### src/rtl/uart_cmd_wrapper.sv
// uart_cmd_wrapper: device-side UART responder for the remote command link.
// Two received bytes (high byte first) form a 16-bit command. An 8-bit
// response is sent back on request. Serial format is 8N1, LSB first, idle
// high. The receive and transmit paths run independently.
module uart_cmd_wrapper #(
    parameter int BAUD_DIV = 2604
) (
    input  logic        clk,
    input  logic        rst_n,
    input  logic        RX,
    output logic        TX,
    output logic [15:0] cmd,
    output logic        cmd_rdy,
    input  logic        clr_cmd_rdy,
    input  logic [7:0]  resp,
    input  logic        trmt,
    output logic        tx_done
);

    localparam int CNT_W = (BAUD_DIV > 1) ? $clog2(BAUD_DIV) : 1;
    localparam logic [CNT_W-1:0] BAUD_LAST = CNT_W'(BAUD_DIV - 1);
    localparam logic [CNT_W-1:0] HALF_LAST = CNT_W'(BAUD_DIV / 2 - 1);
    localparam logic [CNT_W-1:0] CNT_ONE   = CNT_W'(1);

    typedef enum logic {RX_IDLE, RX_RECV}    rx_state_e;
    typedef enum logic {BYTE_HIGH, BYTE_LOW} byte_state_e;
    typedef enum logic {TX_IDLE, TX_XMIT}    tx_state_e;

    // ------------------------------------------------------------------
    // Receive path
    // ------------------------------------------------------------------
    logic             rx_sync1_reg, rx_sync2_reg, rx_prev_reg;
    rx_state_e        rx_state_reg, rx_state_next;
    logic [CNT_W-1:0] rx_baud_reg;
    logic [3:0]       rx_bit_reg;
    logic [7:0]       rx_shift_reg;
    logic             rx_fall, rx_start, rx_sample, rx_abort, rx_rdy;

    assign rx_fall = rx_prev_reg & ~rx_sync2_reg;

    // Synchronise RX; flops reset to idle-high so reset release is not seen as a start bit
    always_ff @(posedge clk or negedge rst_n) begin
        if (!rst_n) begin
            rx_sync1_reg <= 1'b1;
            rx_sync2_reg <= 1'b1;
            rx_prev_reg  <= 1'b1;
        end else begin
            rx_sync1_reg <= RX;
            rx_sync2_reg <= rx_sync1_reg;
            rx_prev_reg  <= rx_sync2_reg;
        end
    end

    // Receiver state register
    always_ff @(posedge clk or negedge rst_n) begin
        if (!rst_n) rx_state_reg <= RX_IDLE;
        else        rx_state_reg <= rx_state_next;
    end

    // Receiver next state: leave RECV after the stop sample or on a glitched start bit
    always_comb begin
        rx_state_next = rx_state_reg;
        case (rx_state_reg)
            RX_IDLE: if (rx_start) rx_state_next = RX_RECV;
            RX_RECV: if (rx_abort || rx_rdy) rx_state_next = RX_IDLE;
            default: rx_state_next = RX_IDLE;
        endcase
    end

    // Receiver strobes: start detect, bit-centre sample, abort and byte-ready
    always_comb begin
        rx_start  = 1'b0;
        rx_sample = 1'b0;
        rx_abort  = 1'b0;
        rx_rdy    = 1'b0;
        if (rx_state_reg == RX_IDLE) begin
            rx_start = rx_fall;
        end else begin
            rx_sample = (rx_baud_reg == '0);
            rx_abort  = rx_sample && (rx_bit_reg == 4'd0) && rx_sync2_reg;
            rx_rdy    = rx_sample && (rx_bit_reg == 4'd9);
        end
    end

    // Receiver datapath: half-bit delay to the start-bit centre, then one sample per bit
    always_ff @(posedge clk or negedge rst_n) begin
        if (!rst_n) begin
            rx_baud_reg  <= '0;
            rx_bit_reg   <= 4'd0;
            rx_shift_reg <= 8'h00;
        end else if (rx_start) begin
            rx_baud_reg <= HALF_LAST;
            rx_bit_reg  <= 4'd0;
        end else if (rx_sample) begin
            rx_baud_reg <= BAUD_LAST;
            rx_bit_reg  <= rx_bit_reg + 4'd1;
            // Only the eight data samples enter the shifter; start and stop are not stored
            if (rx_bit_reg != 4'd0 && rx_bit_reg != 4'd9)
                rx_shift_reg <= {rx_sync2_reg, rx_shift_reg[7:1]};
        end else if (rx_state_reg == RX_RECV) begin
            rx_baud_reg <= rx_baud_reg - CNT_ONE;
        end
    end

    // ------------------------------------------------------------------
    // Byte pairing into a 16-bit command
    // ------------------------------------------------------------------
    byte_state_e byte_state_reg, byte_state_next;
    logic [15:0] cmd_reg;
    logic        cmd_rdy_reg;
    logic        load_hi, load_lo, start_clear;

    // Byte-pair state register
    always_ff @(posedge clk or negedge rst_n) begin
        if (!rst_n) byte_state_reg <= BYTE_HIGH;
        else        byte_state_reg <= byte_state_next;
    end

    // Byte-pair next state: alternate on each received byte
    always_comb begin
        byte_state_next = byte_state_reg;
        case (byte_state_reg)
            BYTE_HIGH: if (rx_rdy) byte_state_next = BYTE_LOW;
            BYTE_LOW:  if (rx_rdy) byte_state_next = BYTE_HIGH;
            default:   byte_state_next = BYTE_HIGH;
        endcase
    end

    // Byte-pair strobes; a new start bit while awaiting a high byte retires the old command
    always_comb begin
        load_hi     = 1'b0;
        load_lo     = 1'b0;
        start_clear = 1'b0;
        if (byte_state_reg == BYTE_HIGH) begin
            load_hi     = rx_rdy;
            start_clear = rx_start;
        end else begin
            load_lo = rx_rdy;
        end
    end

    // Command register and ready flag; setting takes priority over clearing
    always_ff @(posedge clk or negedge rst_n) begin
        if (!rst_n) begin
            cmd_reg     <= 16'h0000;
            cmd_rdy_reg <= 1'b0;
        end else begin
            if (load_hi) cmd_reg[15:8] <= rx_shift_reg;
            if (load_lo) cmd_reg[7:0]  <= rx_shift_reg;
            if (load_lo)
                cmd_rdy_reg <= 1'b1;
            else if (clr_cmd_rdy || start_clear)
                cmd_rdy_reg <= 1'b0;
        end
    end

    assign cmd     = cmd_reg;
    assign cmd_rdy = cmd_rdy_reg;

    // ------------------------------------------------------------------
    // Transmit path
    // ------------------------------------------------------------------
    tx_state_e        tx_state_reg, tx_state_next;
    logic [CNT_W-1:0] tx_baud_reg;
    logic [3:0]       tx_bit_reg;
    logic [8:0]       tx_shift_reg;
    logic             tx_reg, tx_done_reg;
    logic             tx_load, tx_tick, tx_last;

    // Transmitter state register
    always_ff @(posedge clk or negedge rst_n) begin
        if (!rst_n) tx_state_reg <= TX_IDLE;
        else        tx_state_reg <= tx_state_next;
    end

    // Transmitter next state: trmt is only honoured while idle
    always_comb begin
        tx_state_next = tx_state_reg;
        case (tx_state_reg)
            TX_IDLE: if (tx_load) tx_state_next = TX_XMIT;
            TX_XMIT: if (tx_last) tx_state_next = TX_IDLE;
            default: tx_state_next = TX_IDLE;
        endcase
    end

    // Transmitter strobes: accept, bit-period boundary, end of stop bit
    always_comb begin
        tx_load = 1'b0;
        tx_tick = 1'b0;
        tx_last = 1'b0;
        if (tx_state_reg == TX_IDLE) begin
            tx_load = trmt;
        end else begin
            tx_tick = (tx_baud_reg == '0);
            tx_last = tx_tick && (tx_bit_reg == 4'd9);
        end
    end

    // Transmitter datapath; the start bit goes straight to TX, the shifter holds data and stop
    always_ff @(posedge clk or negedge rst_n) begin
        if (!rst_n) begin
            tx_baud_reg  <= '0;
            tx_bit_reg   <= 4'd0;
            tx_shift_reg <= 9'h1FF;
            tx_reg       <= 1'b1;
            tx_done_reg  <= 1'b0;
        end else if (tx_load) begin
            tx_shift_reg <= {1'b1, resp};
            tx_reg       <= 1'b0;
            tx_baud_reg  <= BAUD_LAST;
            tx_bit_reg   <= 4'd0;
            tx_done_reg  <= 1'b0;
        end else if (tx_last) begin
            tx_reg      <= 1'b1;
            tx_done_reg <= 1'b1;
        end else if (tx_tick) begin
            tx_reg       <= tx_shift_reg[0];
            tx_shift_reg <= {1'b1, tx_shift_reg[8:1]};
            tx_baud_reg  <= BAUD_LAST;
            tx_bit_reg   <= tx_bit_reg + 4'd1;
        end else if (tx_state_reg == TX_XMIT) begin
            tx_baud_reg <= tx_baud_reg - CNT_ONE;
        end
    end

    assign TX      = tx_reg;
    assign tx_done = tx_done_reg;

endmodule

### config.mk
export PLATFORM = sky130hd
export DESIGN_NAME = uart_cmd_wrapper
export DESIGN_NICKNAME = d
export VERILOG_FILES = /design/src/rtl/uart_cmd_wrapper.sv
export SDC_FILE = /design/constraint.sdc
export NUM_CORES = 1
export LEC_CHECK = 0
export CAP_MARGIN = 20
export CORE_ASPECT_RATIO = 0.5
export CORE_MARGIN = 2
export CORE_UTILIZATION = 55
export DETAILED_ROUTE_END_ITERATION = 7
export DONT_BUFFER_PORTS = 1
export PLACE_DENSITY = 0.73
export SLEW_MARGIN = 10
export SYNTH_ARGS = -nofsm -noshare
export SYNTH_HDL_FRONTEND = slang
export SYNTH_SLANG_ARGS = --single-unit
### constraint.sdc
create_clock -name clk -period 3.2 [get_ports clk]
set_clock_uncertainty 0.15 [all_clocks]
set_input_delay 0.16 -clock clk [delete_from_list [all_inputs] [get_ports clk]]
set_output_delay 0.16 -clock clk [all_outputs]
set_load 0.03 [all_outputs]
# --- Yosys cells after proc, flatten, opt, wreduce, memory -nomap -nowiden ---
# Cells that the tools add are included.
word_totals:
  output_inout_bits: 19
  wordCells: 93
  in_bits: 13
  register_bits: 74
op_classes:
  bitwise_logic: 6
  reduce_logical: 21
  n_addsub: 4
  n_eq_ne: 4
  mux: 41
op_table:
  columns: ["cell", "count"]
  rows:
  - ["$mux W12", 7]
  - ["$mux W9", 3]
  - ["$logic_not A12 Y1", 2]
  - ["$sub A12 B1 Y12 const B", 2]
  - ["$mux W1", 23]
  - ["$mux W4", 5]
  - ["$reduce_bool A3 Y1", 3]
  - ["$add A4 B1 Y4 const B", 2]
  - ["$eq A4 B4 Y1 const B", 2]
  - ["$reduce_bool A2 Y1", 4]
  - ["$pmux W1 S2", 3]
  - ["$logic_and A1 B1 Y1", 5]
  - ["$not A1 Y1", 5]
  - ["$logic_not A4 Y1", 1]
  - ["$ne A4 B4 Y1 const B", 1]
  - ["$reduce_and A2 Y1", 2]
  - ["$reduce_bool A4 Y1", 1]
  - ["$reduce_and A3 Y1", 1]
  - ["$logic_or A1 B1 Y1", 2]
  - ["$ne A2 B2 Y1 const B", 1]
  - ["$and A1 B1 Y1", 1]

# --- Longest topological paths before layout ---
# Gate-level depths: netlist (run 1).
logic_depth:
  depth_word: 7
  mapped_depth: 8
  depth_no_buf: 7

# --- Worst setup path before layout (run 1) ---
# No wires, ideal clock.
synth_timing:
  kind: "register to register"
  startpoint: "reg rx_baud_reg[4]"
  endpoint: "reg cmd_reg[0], in the netlist cmd[0]"
  stages_incl_launch_ff: 8
  t_arrival_ps: 2264
  setup_ps: 125
  setup_slack_ps: 661
  path_cell_list: "dfrtp_1 or4_4 nor2_1 nand4_1 nor3_1 ha_1 clkbuf_1 mux2_2"
synth_between:
  elab_chain_cells: 4
synth_lines:
  columns: ["element", "line_no", "source"]
  rows:
  - ["start: declaration", "34", "logic [CNT_W-1:0] rx_baud_reg;"]
  - ["start signal: assignment", "101", "rx_baud_reg <= rx_baud_reg - CNT_ONE;"]
  - ["$logic_not A12 Y1", "79", "rx_sample = (rx_baud_reg == '0);"]
  - ["$logic_and A1 B1 Y1", "81", "rx_rdy = rx_sample && (rx_bit_reg == 4'd9);"]
  - ["$mux W1", "76", "if (rx_state_reg == RX_IDLE) begin"]
  - ["$mux W1", "134", "if (byte_state_reg == BYTE_HIGH) begin"]
  - ["net load_lo", "111", "logic load_hi, load_lo, start_clear;"]
  - ["end signal: assignment", "149", "if (load_lo) cmd_reg[7:0] <= rx_shift_reg;"]
  - ["end: declaration", "109", "logic [15:0] cmd_reg;"]
# The timed path passes the listed nets, and every way through them passes these cells.
# A chain may end at the register's enable or synchronous reset.

# --- Worst setup path in the final report (run 1) ---
layout_timing:
  startpoint: "reg rx_baud_reg[3]"
  endpoint: "reg cmd_reg[1], in the netlist cmd[1]"
# The elaborated chain is that of the path after synthesis.

==> reports/metrics.csv, run 1 <==
metric,value,unit
via_count,2617,
cts-buffers-inserted,9,
synthCells,329,
status,finished clean,
post-synth-top-area-fraction,0.4281,
timing.critical_path.to_type,register,
worstPathArrival,2.85,ns
postLayoutCellArea,4104,um^2
antenna_violations_before_repair,0,
vias_in_the_first_global_route,2651,
areaGrowthSynthToFinish,15.09,%
drive_gt1_frac,0.2190,
power.density_cell_area,746.6,nW/um^2
yosysUniqueCellTypes,57,
synth_top_flop_cell,dfrtp_1,
route.detailed.wl_per_inst,17.78,um
holdCritStartpoint,trmt,
synth_edf_count,0,
chipHeight,60.94,um
power_leakage,1.821,nW
total_power_after_layout,0.003064,W
die_area,7182,um^2
final.period_utilization,0.8693,
timing.rr.end,cmd[1],
netlist_area_pre_place,3566,um^2
io-pin-count,32,
route.final.wire_length,7735,um
dpl.cell_count,406,
finalNonFillerCells,435,
cap_violations,0,
drt-pass1-iter-count,4,
remaining_drc_errors,0,
hold_path_class,in -> reg,
ctsHoldBuffers,13,
unrepaired_setup_endpoints_after_global_routing,no,
slew_violations,0,
biggest_area_contributors_in_the_synthesized_netlist,"dfrtp_1 43%, mux2_2 9.8%, dfstp_2 8.8%",
num-nets-final,366,
placementRows,20,
global_route.overflow_total,0,
grt_max_degree,74,
die_width,117.9,um
min_delay_worst_endpoint,tx_baud_reg[6],
clkLatencyLatePin,0.34,ns
post-route-worst-setup-slack,0.4183,ns
critPathLaunchType,register,
clk_transition_reported_paths,0.06,ns
synth_sequential_area_ratio,0.5165,
place_congestion,0.8574,
synth_warnings,0,
timing.slew.headroom,0.4286,
global_route_usage_over_all_layers,0.2392,
number_of_flip_flops_in_the_largest_register,16,
cts_root_buffer,clkbuf_16,
synth-seq-cells,73,
vias_per_cell,6.016,
worst-r2r-setup-slack,0.42,ns
dp.final_hpwl,4987,um
initial_utilization,0.5793,
placement.setup.worst_slack,0.4624,ns
final_hold_viol_count,0,
r2r.worst_path.cells,6,
cts_htree_levels,3,
min_delay_path_depth,4,
n_antenna_cell,0,
syn_nets,353,
setup_viol_count_final,0,
worst-setup-path-type,reg -> reg,
synthArstFlopShare,1.000,
fp.coreArea,6156,um^2
path_max_fanout,9,
fin_crit,2.782,ns
grt_first_pass_wirelength,13120,um
cts-root-to-sink-buffers,2,
cts_tree,built,
cts_setup_buffers,0,
max-vdd-ir-drop,413.7,uV
num-fill-cells,455,
io_buffer_count,0,
worst_flop_to_flop_path_startpoint,rx_baud_reg[3],
syn_avg_cell_area,10.84,um^2
post_cts_resized,0,
max_freq,359.5,MHz
numClockSinks,73,
post_dp_cell_area,3636,um^2
synth_top_cell_by_area,dfrtp_1,
worst-endpoint-required,3.27,ns
dr.first_iter.drc_count,309,
timing.setup.tns,0,ns
worst-slew-pin-transition,0.8553,ns
antenna_violating_nets_post_route,0,
-- power breakdown --
part           internal, W  switching, W  total, W
combinational     0.000288      0.000325  0.000613
clock             0.000681      0.000388   0.00107
sequential         0.00114      0.000244   0.00138
-- layout make-up --
type / instances / area [um^2] / area share
Clock inverter: 7 / 95.09 / 0.02317
Multi-Input combinational cell: 228 / 1613 / 0.3930
Timing Repair Buffer: 15 / 162.7 / 0.03963
Tap cell: 88 / 110.1 / 0.02683
Sequential cell: 73 / 1842 / 0.4488
Inverter: 15 / 56.30 / 0.01372
Clock buffer: 9 / 225.2 / 0.05488
-- placed cells by master, fill, tap and decap left out, types with 2 or more instances in the layout --
cell / n
a211oi_1: 2
nor2_1: 15
o311ai_1: 2
dfrtp_1: 61
inv_1: 15
dfstp_2: 12
nand2b_1: 4
nor4_2: 2
a21oi_1: 17
and2_1: 3
mux2_2: 31
clkinv_2: 2
and4_1: 5
a31oi_1: 4
nand2_1: 35
nand4_1: 4
o21ai_0: 12
or2_2: 2
a31o_2: 2
nor2b_1: 2
clkinv_4: 2
or4_1: 5
bufinv_16: 2
o41ai_1: 4
nor4_1: 3
nor3b_1: 3
dlygate4sd3_1: 12
buf_4: 2
nand3_1: 10
nor3_1: 9
clkbuf_16: 9
or3_1: 9
ha_1: 11
o211ai_1: 5
xor2_1: 2
-- through the flow --
stage | utilization | hold slack [ns]
finish | 0.6667 | 0.1711
global route | 0.6667 | 0.2063
detailed placement | 0.5907 | -0.2841
floorplan | - | -0.2856
global placement | 0.5907 | -0.2839
CTS | 0.6667 | 0.1557
-- layer usage --
| layer | vias up | global-route usage | routed length, um |
|---|---|---|---|
| met2 | 70 | 0.4493 | 4021 |
| met4 | 0 | 0.04819 | 47 |
| met1 | 1309 | 0.2759 | 3264 |
| met3 | 6 | 0.08459 | 401 |
| met5 | - | 0 | 0 |
| li1 | 1232 | - | - |
-- synth_stat cells, drive strengths merged, types with 5 or more instances --
library cell and n:
dfrtp 61, nand2 35, mux2 31, a21oi 17, nor2 16, inv 15, o21ai 13, dfstp 12
ha 11, clkbuf 10, nand3 10, nor3 9, or3 9, or4 6, and4 5, nand4 5
nor4 5, o211ai 5
-- logic make-up (layout without fill, tap and decap cells) --
| family | count (synthesis) | in the layout | share of synthesized area |
|---|---|---|---|
| adders and majority gates | 11 | 11 | 0.03860 |
| xor gates and xnor gates | 3 | 3 | 0.007370 |
| buffers and inverters | 28 | 46 | 0.03123 |
| DFF | 73 | 73 | 0.5165 |
| AOI/OAI and AO/OA | 61 | 61 | 0.1144 |
| muxes | 31 | 31 | 0.09789 |
| and+or+nand+nor | 122 | 122 | 0.1940 |
-- critical path: stages (launching register included) --
cell and delay [ns]:
dfrtp_1 0.42, nor4_1 0.49, and2_1 0.27, nand4_1 0.14, nor3_1 0.30, ha_1 0.48, mux2_2 0.40
-- worst max path at each step --
stage	start	slack, ns	end
2_1_floorplan	rx_baud_reg[4]	0.66	cmd[0]
3_3_place_gp	rx_baud_reg[4]	0.59	cmd[7]
3_5_place_dp	rx_baud_reg[4]	0.46	cmd[6]
4_1_cts	rx_baud_reg[3]	0.45	cmd[6]
5_1_grt	rx_baud_reg[3]	0.18	cmd[1]
6_report	rx_baud_reg[3]	0.42	cmd[1]
No activity file was read; power rests on OpenSTA's default activity.
==> inputs of run 2 (changes only) <==
- CORE_UTILIZATION: 55 -> 45
- PLACE_DENSITY: 0.73 -> 0.63
==> run 2 against run 1 <==
Combinational power decreased by 1%. Clock power decreased by 11%. Final cell count increased by 4.6%. Cell area decreased by 0.34%. Register-to-register slack got worse by 0.05 ns. Via count decreased by 3.9%. Critical path type unchanged. Critical endpoint is now cmd[0]. Largest cell class unchanged.
==> reports/metrics.csv, run 2 (same netlist as run 1, synthesis figures left out) <==
metric,value,unit,change
vias_in_the_first_global_route,2603,,-1.8%
route.detailed.wl_per_inst,16.14,um,-9.3%
num-nets-final,366,,unchanged
cts-buffers-inserted,9,,unchanged
worst-slew-pin-transition,0.8417,ns,-0.01365 ns
layout.cells.most_common,dfrtp_1,,
cts_setup_buffers,0,,unchanged
n_antenna_cell,0,,unchanged
final_hold_viol_count,0,,unchanged
vias_per_cell,5.525,,-8.2%
via_count,2514,,-3.9%
critical-path-max-stage-delay,0.50,ns,about the same
number_of_flip_flops_in_the_largest_register,16,,unchanged
timing.setup.tns,0,ns,unchanged
power.density_cell_area,715.3,nW/um^2,-4.2%
flop_pwr_share,0.469,,+0.018
setup_viol_count_final,0,,unchanged
numClockSinks,73,,unchanged
power.clock.fraction,0.324,,-0.025
cap_violations,0,,unchanged
global_route.overflow_total,0,,unchanged
drt-pass1-iter-count,4,,unchanged
slew_violations,0,,unchanged
dr.first_iter.drc_count,227,,-27%
grt_max_degree,74,,unchanged
worstPathArrival,2.89,ns,+0.04 ns
grt_first_pass_wirelength,12540,um,-4.4%
intPower,0.002024,W,-3.9%
post_dp_cell_area,3661,um^2,+0.69%
hold_path_class,in -> reg,,
unrepaired_setup_endpoints_after_global_routing,no,,
worst-setup-path-type,reg -> reg,,
fp.coreArea,7515,um^2,+22%
critPathLaunchType,register,,
global_route_usage_over_all_layers,0.1895,,-0.04971
io-pin-count,32,,unchanged
timing.hold.ws,0.1545,ns,-0.01669 ns
clk_transition_reported_paths,0.05,ns,about the same
switching_power,0.0009021,W,-5.8%
share_comb_of_total_power,0.207,,+0.007
mostFrequentLayoutCells,"61 x dfrtp_1, 35 x nand2_1, 31 x mux2_2",,
areaGrowthSynthToFinish,14.70,%,
drive_gt1_frac,0.2104,,-0.008646
cts_root_buffer,clkbuf_16,,
clkLatencyLatePin,0.33,ns,about the same
power_leakage,1.806,nW,-0.83%
final.period_utilization,0.8849,,+0.01556
fin_crit,2.832,ns,+0.04981 ns
placementRows,22,,+10%
place_congestion,0.8389,,-2.2%
die_width,129.9,um,+10%
initial_utilization,0.4745,,-0.1047
remaining_drc_errors,0,,unchanged
die_area,8695,um^2,+21%
postLayoutCellArea,4090,um^2,-0.34%
cts_htree_levels,3,,unchanged
crit_chain,nor4_1 -> and2_1 -> nand4_1 -> nor3_1 -> ha_1 -> mux2_2,,
chipHeight,66.95,um,+9.9%
path_max_fanout,9,,unchanged
io_buffer_count,0,,unchanged
cts-root-to-sink-buffers,2,,unchanged
antenna_violating_nets_post_route,0,,unchanged
status,finished clean,,
timing.slew.headroom,0.4377,,+0.009176
timing.critical_path.to_type,register,,
antenna_violations_before_repair,0,,unchanged
power.switching_fraction,0.3083,,-0.004260
cp_slowest_cell,nor4_1,,
route.final.wire_length,7342,um,-5.1%
dp.final_hpwl,4930,um,-1.1%
max_freq,353.2,MHz,-1.8%
cts_tree,built,,
worst-endpoint-required,3.26,ns,about the same
max-vdd-ir-drop,324.1,uV,-22%
==> run 2: changes by cell type in the layout (fill, tap and decap cells not counted), sizes merged <==
cell	delta
bufinv	-1
clkbuf	+3
clkinv	-1
clkinvlp	-1
==> run 2: area by class of cell <==
class,count,area (um^2)
fillers,651,3425
flip-flops and latches,73,1842
multi-input cells,228,1613
clock buffers,12,236.5
repair buffers,15,162.7
well taps,108,135.1
inverters,15,56.30
clock inverters,4,45.04
==> run 2: routing by layer <==
layer / global-route usage / wire length [um]
met5: 0 / 0
met4: 0.07661 / 70
met3: 0.06024 / 393
met2: 0.3109 / 3488
met1: 0.2346 / 3390
==> run 2: timing repair <==
| item | CTS | global route |
|---|---|---|
| hold buffers | 13 | 0 |
| endpoints found under the hold margin | 87 | 0 |
| resized for setup | 0 | 0 |
==> run 2: worst paths after layout <==
path	end	startpoint	slack, ns	cells past startpoint
setup reg to reg	cmd[0]	rx_baud_reg[3]	0.37	6
hold reg to reg	rx_sync2_reg	rx_sync1_reg	0.21	0
setup / recovery	cmd[0]	rx_baud_reg[3]	0.37	6
hold / removal	tx_baud_reg[6]	trmt	0.15	2
min in group asynchronous	rx_baud_reg[5]	rst_n	0.25	2
max in group asynchronous	tx_shift_reg[1]	rst_n	2.34	2
==> run 2: power by group through the flow <==
stage	logic, W	clock network, W	registers [W]
after global routing	0.000692	0.00102	0.00141
after global placement	0.000539	0	0.00137
final	0.000605	0.000948	0.00137
after CTS	0.000604	0.000983	0.00137
after floorplan	0.000478	0	0.00132
after detailed placement	0.000565	0	0.00138
==> run 2: critical path: cells and delay by family, from the launching register on <==
family | cells | cell delay (ns)
mux | 1 | 0.39
simple gates | 4 | 1.25
fa+ha+maj | 1 | 0.49
flops | 1 | 0.42
==> run 2: through the flow <==
stage	total power [W]	utilization	std cells	setup slack (ns)
2_1_floorplan	0.001796	-	329	0.6613
3_3_place_gp	0.001905	0.4872	426	0.5305
3_5_place_dp	0.001946	0.4872	426	0.3660
4_1_cts	0.002955	0.5443	455	0.3624
5_1_grt	0.003118	0.5443	455	0.1787
6_report	0.002926	0.5443	455	0.3685
